File: config.mk
export PLATFORM = sky130hd
export DESIGN_NAME = bcd_to_signed_bin
export DESIGN_NICKNAME = d
export VERILOG_FILES = /design/src/rtl/bcd_to_signed_bin_pkg.sv /design/src/rtl/bcd_rshift_step.sv /design/src/rtl/bcd_to_signed_bin.sv
export SDC_FILE = /design/constraint.sdc
export NUM_CORES = 1
export LEC_CHECK = 0
export BUFFER_PORTS_ARGS = -buffer_cell sky130_fd_sc_hd__buf_2
export CAP_MARGIN = 20
export CORE_ASPECT_RATIO = 1.4
export CORE_MARGIN = 1
export CORE_UTILIZATION = 40
export DETAILED_ROUTE_END_ITERATION = 10
export MAX_ROUTING_LAYER = met4
export SYNTH_ARGS = -nofsm -noshare
export SYNTH_HDL_FRONTEND = slang
export SYNTH_SLANG_ARGS = --single-unit
File: constraint.sdc
create_clock -name CLK100MHZ -period 2.2 [get_ports CLK100MHZ]
set_input_delay 0.44 -clock CLK100MHZ [delete_from_list [all_inputs] [get_ports CLK100MHZ]]
set_output_delay 0.44 -clock CLK100MHZ [all_outputs]
set_load 0.02 [all_outputs]
File: src/rtl/bcd_to_signed_bin_pkg.sv
// Shared constants for the BCD-to-signed-binary converter.
// Holds state encodings, widths, saturation values and the digit validity helper.
package bcd_to_signed_bin_pkg;

    localparam int DIGITS = 3;
    localparam int BIN_W  = 10;
    localparam int OUT_W  = 8;
    localparam int BCD_W  = 4 * DIGITS;
    localparam int CNT_W  = 4;

    localparam logic [1:0] ST_IDLE   = 2'd0;
    localparam logic [1:0] ST_SHIFT  = 2'd1;
    localparam logic [1:0] ST_FINISH = 2'd2;
    localparam logic [1:0] ST_ERR    = 2'd3;

    localparam logic [3:0]       BCD_MAX     = 4'd9;
    localparam logic [OUT_W-1:0] SAT_POS     = 8'h7F;
    localparam logic [OUT_W-1:0] SAT_NEG     = 8'h80;
    localparam logic [BIN_W-1:0] MAG_POS_MAX = 10'd127;
    localparam logic [BIN_W-1:0] MAG_NEG_MAX = 10'd128;
    localparam logic [CNT_W-1:0] LAST_STEP   = 4'd9;

    // True when any 4-bit group holds a non-decimal code.
    function automatic logic digits_invalid(input logic [BCD_W-1:0] bcd);
        logic bad;
        bad = 1'b0;
        for (int i = 0; i < DIGITS; i++) begin
            if (bcd[4*i +: 4] > BCD_MAX) begin
                bad = 1'b1;
            end else begin
                bad = bad;
            end
        end
        return bad;
    endfunction

endpackage

File: src/rtl/bcd_rshift_step.sv
// One combinational step of reverse double-dabble: shift {bcd,mag} right,
// then correct every BCD group that landed at 8 or above by subtracting 3.
module bcd_rshift_step
    import bcd_to_signed_bin_pkg::*;
(
    input  logic [BCD_W-1:0] bcd_in,
    input  logic [BIN_W-1:0] mag_in,
    output logic [BCD_W-1:0] bcd_out,
    output logic [BIN_W-1:0] mag_out
);

    logic [BCD_W-1:0] bcd_sh_s;

    // Shift then per-digit correction
    always_comb begin
        {bcd_sh_s, mag_out} = {1'b0, bcd_in, mag_in[BIN_W-1:1]};
        bcd_out = bcd_sh_s;
        for (int i = 0; i < DIGITS; i++) begin
            if (bcd_sh_s[4*i +: 4] >= 4'd8) begin
                bcd_out[4*i +: 4] = bcd_sh_s[4*i +: 4] - 4'd3;
            end else begin
                bcd_out[4*i +: 4] = bcd_sh_s[4*i +: 4];
            end
        end
    end

endmodule

File: src/rtl/bcd_to_signed_bin.sv
// Sequential sign/magnitude BCD to 8-bit two's-complement converter.
// One reverse double-dabble step per clock, start/done handshake, saturating range check.
module bcd_to_signed_bin
    import bcd_to_signed_bin_pkg::*;
(
    input  logic             CLK100MHZ,
    input  logic             RST_N,
    input  logic             start,
    input  logic             sign,
    input  logic [3:0]       hundreds,
    input  logic [3:0]       tens,
    input  logic [3:0]       ones,
    output logic             busy,
    output logic             done,
    output logic [OUT_W-1:0] result,
    output logic             err_digit,
    output logic             err_range
);

    logic [1:0]       state_r;
    logic [BCD_W-1:0] bcd_sr_r;
    logic [BIN_W-1:0] mag_r;
    logic             sign_r;
    logic [CNT_W-1:0] step_cnt_r;
    logic             busy_r;
    logic             done_r;
    logic [OUT_W-1:0] result_r;
    logic             err_digit_r;
    logic             err_range_r;

    logic [BCD_W-1:0] bcd_in_s;
    logic [BCD_W-1:0] bcd_nxt_s;
    logic [BIN_W-1:0] mag_nxt_s;
    logic [OUT_W-1:0] result_fin_s;
    logic             err_range_fin_s;

    assign bcd_in_s = {hundreds, tens, ones};

    bcd_rshift_step u_step (
        .bcd_in  (bcd_sr_r),
        .mag_in  (mag_r),
        .bcd_out (bcd_nxt_s),
        .mag_out (mag_nxt_s)
    );

    // Sign application with saturation; zero magnitude never yields a negative zero
    always_comb begin
        result_fin_s    = 8'h00;
        err_range_fin_s = 1'b0;
        if (sign_r) begin
            if (mag_r <= MAG_NEG_MAX) begin
                result_fin_s    = 8'h00 - mag_r[OUT_W-1:0];
                err_range_fin_s = 1'b0;
            end else begin
                result_fin_s    = SAT_NEG;
                err_range_fin_s = 1'b1;
            end
        end else begin
            if (mag_r <= MAG_POS_MAX) begin
                result_fin_s    = mag_r[OUT_W-1:0];
                err_range_fin_s = 1'b0;
            end else begin
                result_fin_s    = SAT_POS;
                err_range_fin_s = 1'b1;
            end
        end
    end

    // Control FSM, datapath registers and registered outputs
    always_ff @(posedge CLK100MHZ) begin
        if (!RST_N) begin
            state_r     <= ST_IDLE;
            bcd_sr_r    <= {BCD_W{1'b0}};
            mag_r       <= {BIN_W{1'b0}};
            sign_r      <= 1'b0;
            step_cnt_r  <= {CNT_W{1'b0}};
            busy_r      <= 1'b0;
            done_r      <= 1'b0;
            result_r    <= {OUT_W{1'b0}};
            err_digit_r <= 1'b0;
            err_range_r <= 1'b0;
        end else begin
            case (state_r)
                ST_IDLE: begin
                    done_r <= 1'b0;
                    if (start) begin
                        bcd_sr_r   <= bcd_in_s;
                        sign_r     <= sign;
                        mag_r      <= {BIN_W{1'b0}};
                        step_cnt_r <= {CNT_W{1'b0}};
                        busy_r     <= 1'b1;
                        state_r    <= digits_invalid(bcd_in_s) ? ST_ERR : ST_SHIFT;
                    end else begin
                        busy_r  <= 1'b0;
                        state_r <= ST_IDLE;
                    end
                end
                ST_SHIFT: begin
                    bcd_sr_r   <= bcd_nxt_s;
                    mag_r      <= mag_nxt_s;
                    step_cnt_r <= step_cnt_r + 4'd1;
                    if (step_cnt_r == LAST_STEP) begin
                        state_r <= ST_FINISH;
                    end else begin
                        state_r <= ST_SHIFT;
                    end
                end
                ST_FINISH: begin
                    done_r      <= 1'b1;
                    result_r    <= result_fin_s;
                    err_digit_r <= 1'b0;
                    err_range_r <= err_range_fin_s;
                    state_r     <= ST_IDLE;
                end
                ST_ERR: begin
                    done_r      <= 1'b1;
                    result_r    <= {OUT_W{1'b0}};
                    err_digit_r <= 1'b1;
                    err_range_r <= 1'b0;
                    state_r     <= ST_IDLE;
                end
                default: begin
                    state_r <= ST_IDLE;
                    busy_r  <= 1'b0;
                    done_r  <= 1'b0;
                end
            endcase
        end
    end

    assign busy      = busy_r;
    assign done      = done_r;
    assign result    = result_r;
    assign err_digit = err_digit_r;
    assign err_range = err_range_r;

endmodule

==> results.py <==
metrics = {
    "placement": {
        "place_area_um2": 2182,
        "gp_congestion": 0.8208,
        "port_buffers": 27,
        "dp_hpwl_um": 3075,
        "dpl.cell_count": 310,
        "dp_slack_ns": 0.5910,
    },
    "logic_synthesis": {
        "synth-edff-count": 0,
        "synth_compound_area_share_pct": 23.22,
        "synth_flop_cell": "dfxtp_1",
        "synth.distinct_cells": 44,
        "synthMuxAreaShare_pct": 1.486,
        "synth_fa_ha_area_share_pct": 4.334,
        "synth_nets": 253,
        "synth-xor-area-share_pct": 1.734,
        "synth_top_family_by_area": "compound AO/OA/AOI/OAI gates",
        "syn_area_per_cell_um2": 8.786,
        "netlist_instances": 230,
        "yosys_warnings": 0,
        "syn-cell-area_um2": 2021,
        "ys_ff_latch": 41,
        "synth-simple-area-share_pct": 22.41,
        "async_reset_ff_share_pct": 0,
        "seq_area_frac_synth_pct": 40.62,
    },
    "die": {
        "fp.dieArea_um2": 5344,
        "num_rows": 30,
        "die_y_um": 86.10,
        "die_x_um": 62.07,
        "ios": 28,
        "start_util_pct": 41.73,
        "core_area_um2": 4842,
    },
    "worst_setup_path": {
        "worstPathArrival_ns": 1.82,
        "critPathKind": "reg -> reg",
        "cp_max_fo": 13,
        "critPathRequiredTime_ns": 2.42,
        "cp-start-kind": "flip-flop",
        "cp-end-kind": "flip-flop",
    },
    "detailed_routing": {
        "vias_per_cell": 5.428,
        "routedWlPerCell_um": 13.49,
        "antenna_left": 0,
        "drtPass1Iterations": 4,
        "wirelength_um": 4290,
        "vias": 1726,
        "drc": 0,
        "drtIter0Drc": 94,
    },
    "global_routing": {
        "grt_pass1_vias": 1619,
        "grt_usage_pct": 19.22,
        "grt_overflow": 0,
        "antenna_found_initial": 0,
        "grt_pass1_wl_um": 7424,
        "grt_max_degree": 25,
    },
    "finish": {
        "utilization_pct": 46.72,
        "finalNonFillerCells": 318,
        "regArea_um2": 820.8,
        "layout-drive-gt1-share_pct": 17.32,
        "fin_area_um2": 2262,
        "final_nets": 276,
        "multi_input_area_um2": 1075,
        "n_antenna_cell": 0,
        "area_growth_pct": 11.95,
        "n_fill_cell": 507,
    },
    "clocking": {
        "cts_tree": "done",
        "cts.sinks": 41,
        "clk_path_buf_depth": 2,
        "cts.htree.levels": 2,
        "clkSlewWorstSetupHoldPaths_ns": 0.08,
        "ctsResizeCount": 0,
        "hold_buffers": 0,
        "root_buffer": "clkbuf_8",
        "cts_buffers": 5,
        "insertion_delay_ns": 0.29,
        "cts_setup_buffers": 0,
    },
    "timing": {
        "tightestPinTransition_ns": 0.6097,
        "maxSlewViolCount": 0,
        "finalSetupViolCount": 0,
        "hold_violations": 0,
        "setup_ws_ns": 0.5955,
        "tns_ns": 0,
        "holdWs_ns": 0.4012,
        "fin_crit_sh_pct": 72.93,
        "rsz0062_at_grt": "no",
        "fin_crit_ns": 1.605,
        "fin_skew_ns": 0.009484,
        "fmax_ghz": 0.6232,
        "relSlewSlack_pct": 58.98,
    },
    "power_and_ir_drop": {
        "leakagePower_nw": 0.9304,
        "power_mw": 1.526,
        "power_density_nw_per_um2": 674.7,
        "ir_worst_vdd_uv": 393.3,
    },
    "hold_path": {
        "min_path_type": "in -> reg",
    },
    "flow_run": {
        "max-cap-violations": 0,
    },
    "status": {
        "status": "finished, final reports clean",
    },
}
[layer usage]
metal,track usage (%),share of wire [%],up-vias
li1,-,-,871
met4,7.879,2.3,0
met5,-,0,-
met2,30.95,51,43
met1,22.24,43,801
met3,4.525,3.5,11
[final timing paths]
kind / from / end / slack [ns] / cells past startpoint
worst max-delay path: state_r[1]$_SDFF_PN0_ / mag_r[5]$_SDFFE_PN0P_ / 0.60 / 4
worst min-delay path: hundreds[3] / bcd_sr_r[11]$_SDFFE_PN0P_ / 0.40 / 3
worst max register to register: state_r[1]$_SDFF_PN0_ / mag_r[5]$_SDFFE_PN0P_ / 0.60 / 4
worst min register to register: result[4]$_SDFFE_PN0P_ / result[4]$_SDFFE_PN0P_ / 0.45 / 2
[worst max-delay path: stages (launching register included)]
cell      delay, ns
dfxtp_1        0.54
nand2b_1       0.51
and3_4         0.35
nand2_1        0.06
o21ai_0        0.06
[state kept, by name (all words and copies together), names as in the netlist]
| signal | cells |
|---|---|
| bcd_sr_r | 12 |
| mag_r | 10 |
| result | 8 |
| step_cnt_r | 4 |
| state_r | 2 |
| busy | 1 |
| done | 1 |
| err_digit | 1 |
| err_range | 1 |
| sign_r | 1 |
[cells in the final DEF (no fill, tap or decap), drive strengths merged]
cell	n
o31ai	1
inv	9
a32o	2
o211ai	10
o21ai	15
nor4	2
a21boi	4
mux2i	3
nor3	6
o21a	1
nand3	5
nor3b	1
or3	1
a31oi	6
nand2	32
nand2b	3
dfxtp	41
xnor2	4
buf	32
and2	2
a211oi	1
ha	7
or4	1
or3b	1
nand4	2
nand3b	2
clkbuf	8
a21oi	10
nor2b	10
and3	5
and4bb	1
a22o	8
o221ai	2
a22oi	2
nor2	8
a221oi	2
o211a	3
a31o	1
[where the power goes]
part           leakage, nW  internal, mW  total [mW]  switching (mW)
clock               0.0395         0.226       0.486           0.260
sequential           0.334         0.778       0.818          0.0398
combinational        0.557         0.101       0.223           0.121
total                0.930          1.11        1.53           0.421
[kinds of logic (layout without fill, tap and decap cells)]
kind of cell / Yosys count / count (layout)
adders and majority gates: 7 / 7
xor gates and xnor gates: 4 / 4
muxes: 3 / 3
buffers and inverters: 25 / 49
DFF: 41 / 41
AOI/OAI and AO/OA: 68 / 68
and+or+nand+nor: 82 / 82
[synthesized netlist by cell type, drive strengths merged (2+ instances only)]
cell / count / area, um^2
a21boi: 4 / 30.03
a21oi: 10 / 50.05
a221oi: 2 / 17.52
a22o: 8 / 70.07
a22oi: 2 / 15.01
a31oi: 6 / 37.54
a32o: 2 / 20.02
and2: 2 / 12.51
and3: 5 / 36.28
buf: 11 / 72.56
clkbuf: 5 / 18.77
dfxtp: 41 / 820.8
ha: 7 / 87.58
inv: 9 / 33.78
mux2i: 3 / 30.03
nand2: 32 / 122.6
nand2b: 3 / 18.77
nand3: 5 / 25.02
nand3b: 2 / 15.01
nand4: 2 / 12.51
nor2: 8 / 30.03
nor2b: 10 / 62.56
nor3: 6 / 30.03
nor4: 2 / 27.53
o211a: 3 / 30.03
o211ai: 10 / 75.07
o21ai: 15 / 75.07
o221ai: 2 / 17.52
xnor2: 4 / 35.03
[area by class of cell]
| cell class | instances | share of cell area (%) |
|---|---|---|
| multi-input cells | 164 | 47.51 |
| flip-flops and latches | 41 | 36.28 |
| clock buffers | 8 | 3.540 |
| well taps | 64 | 3.540 |
| repair buffers | 32 | 7.633 |
| inverters | 9 | 1.493 |
Power figures use the tool's default switching activity.
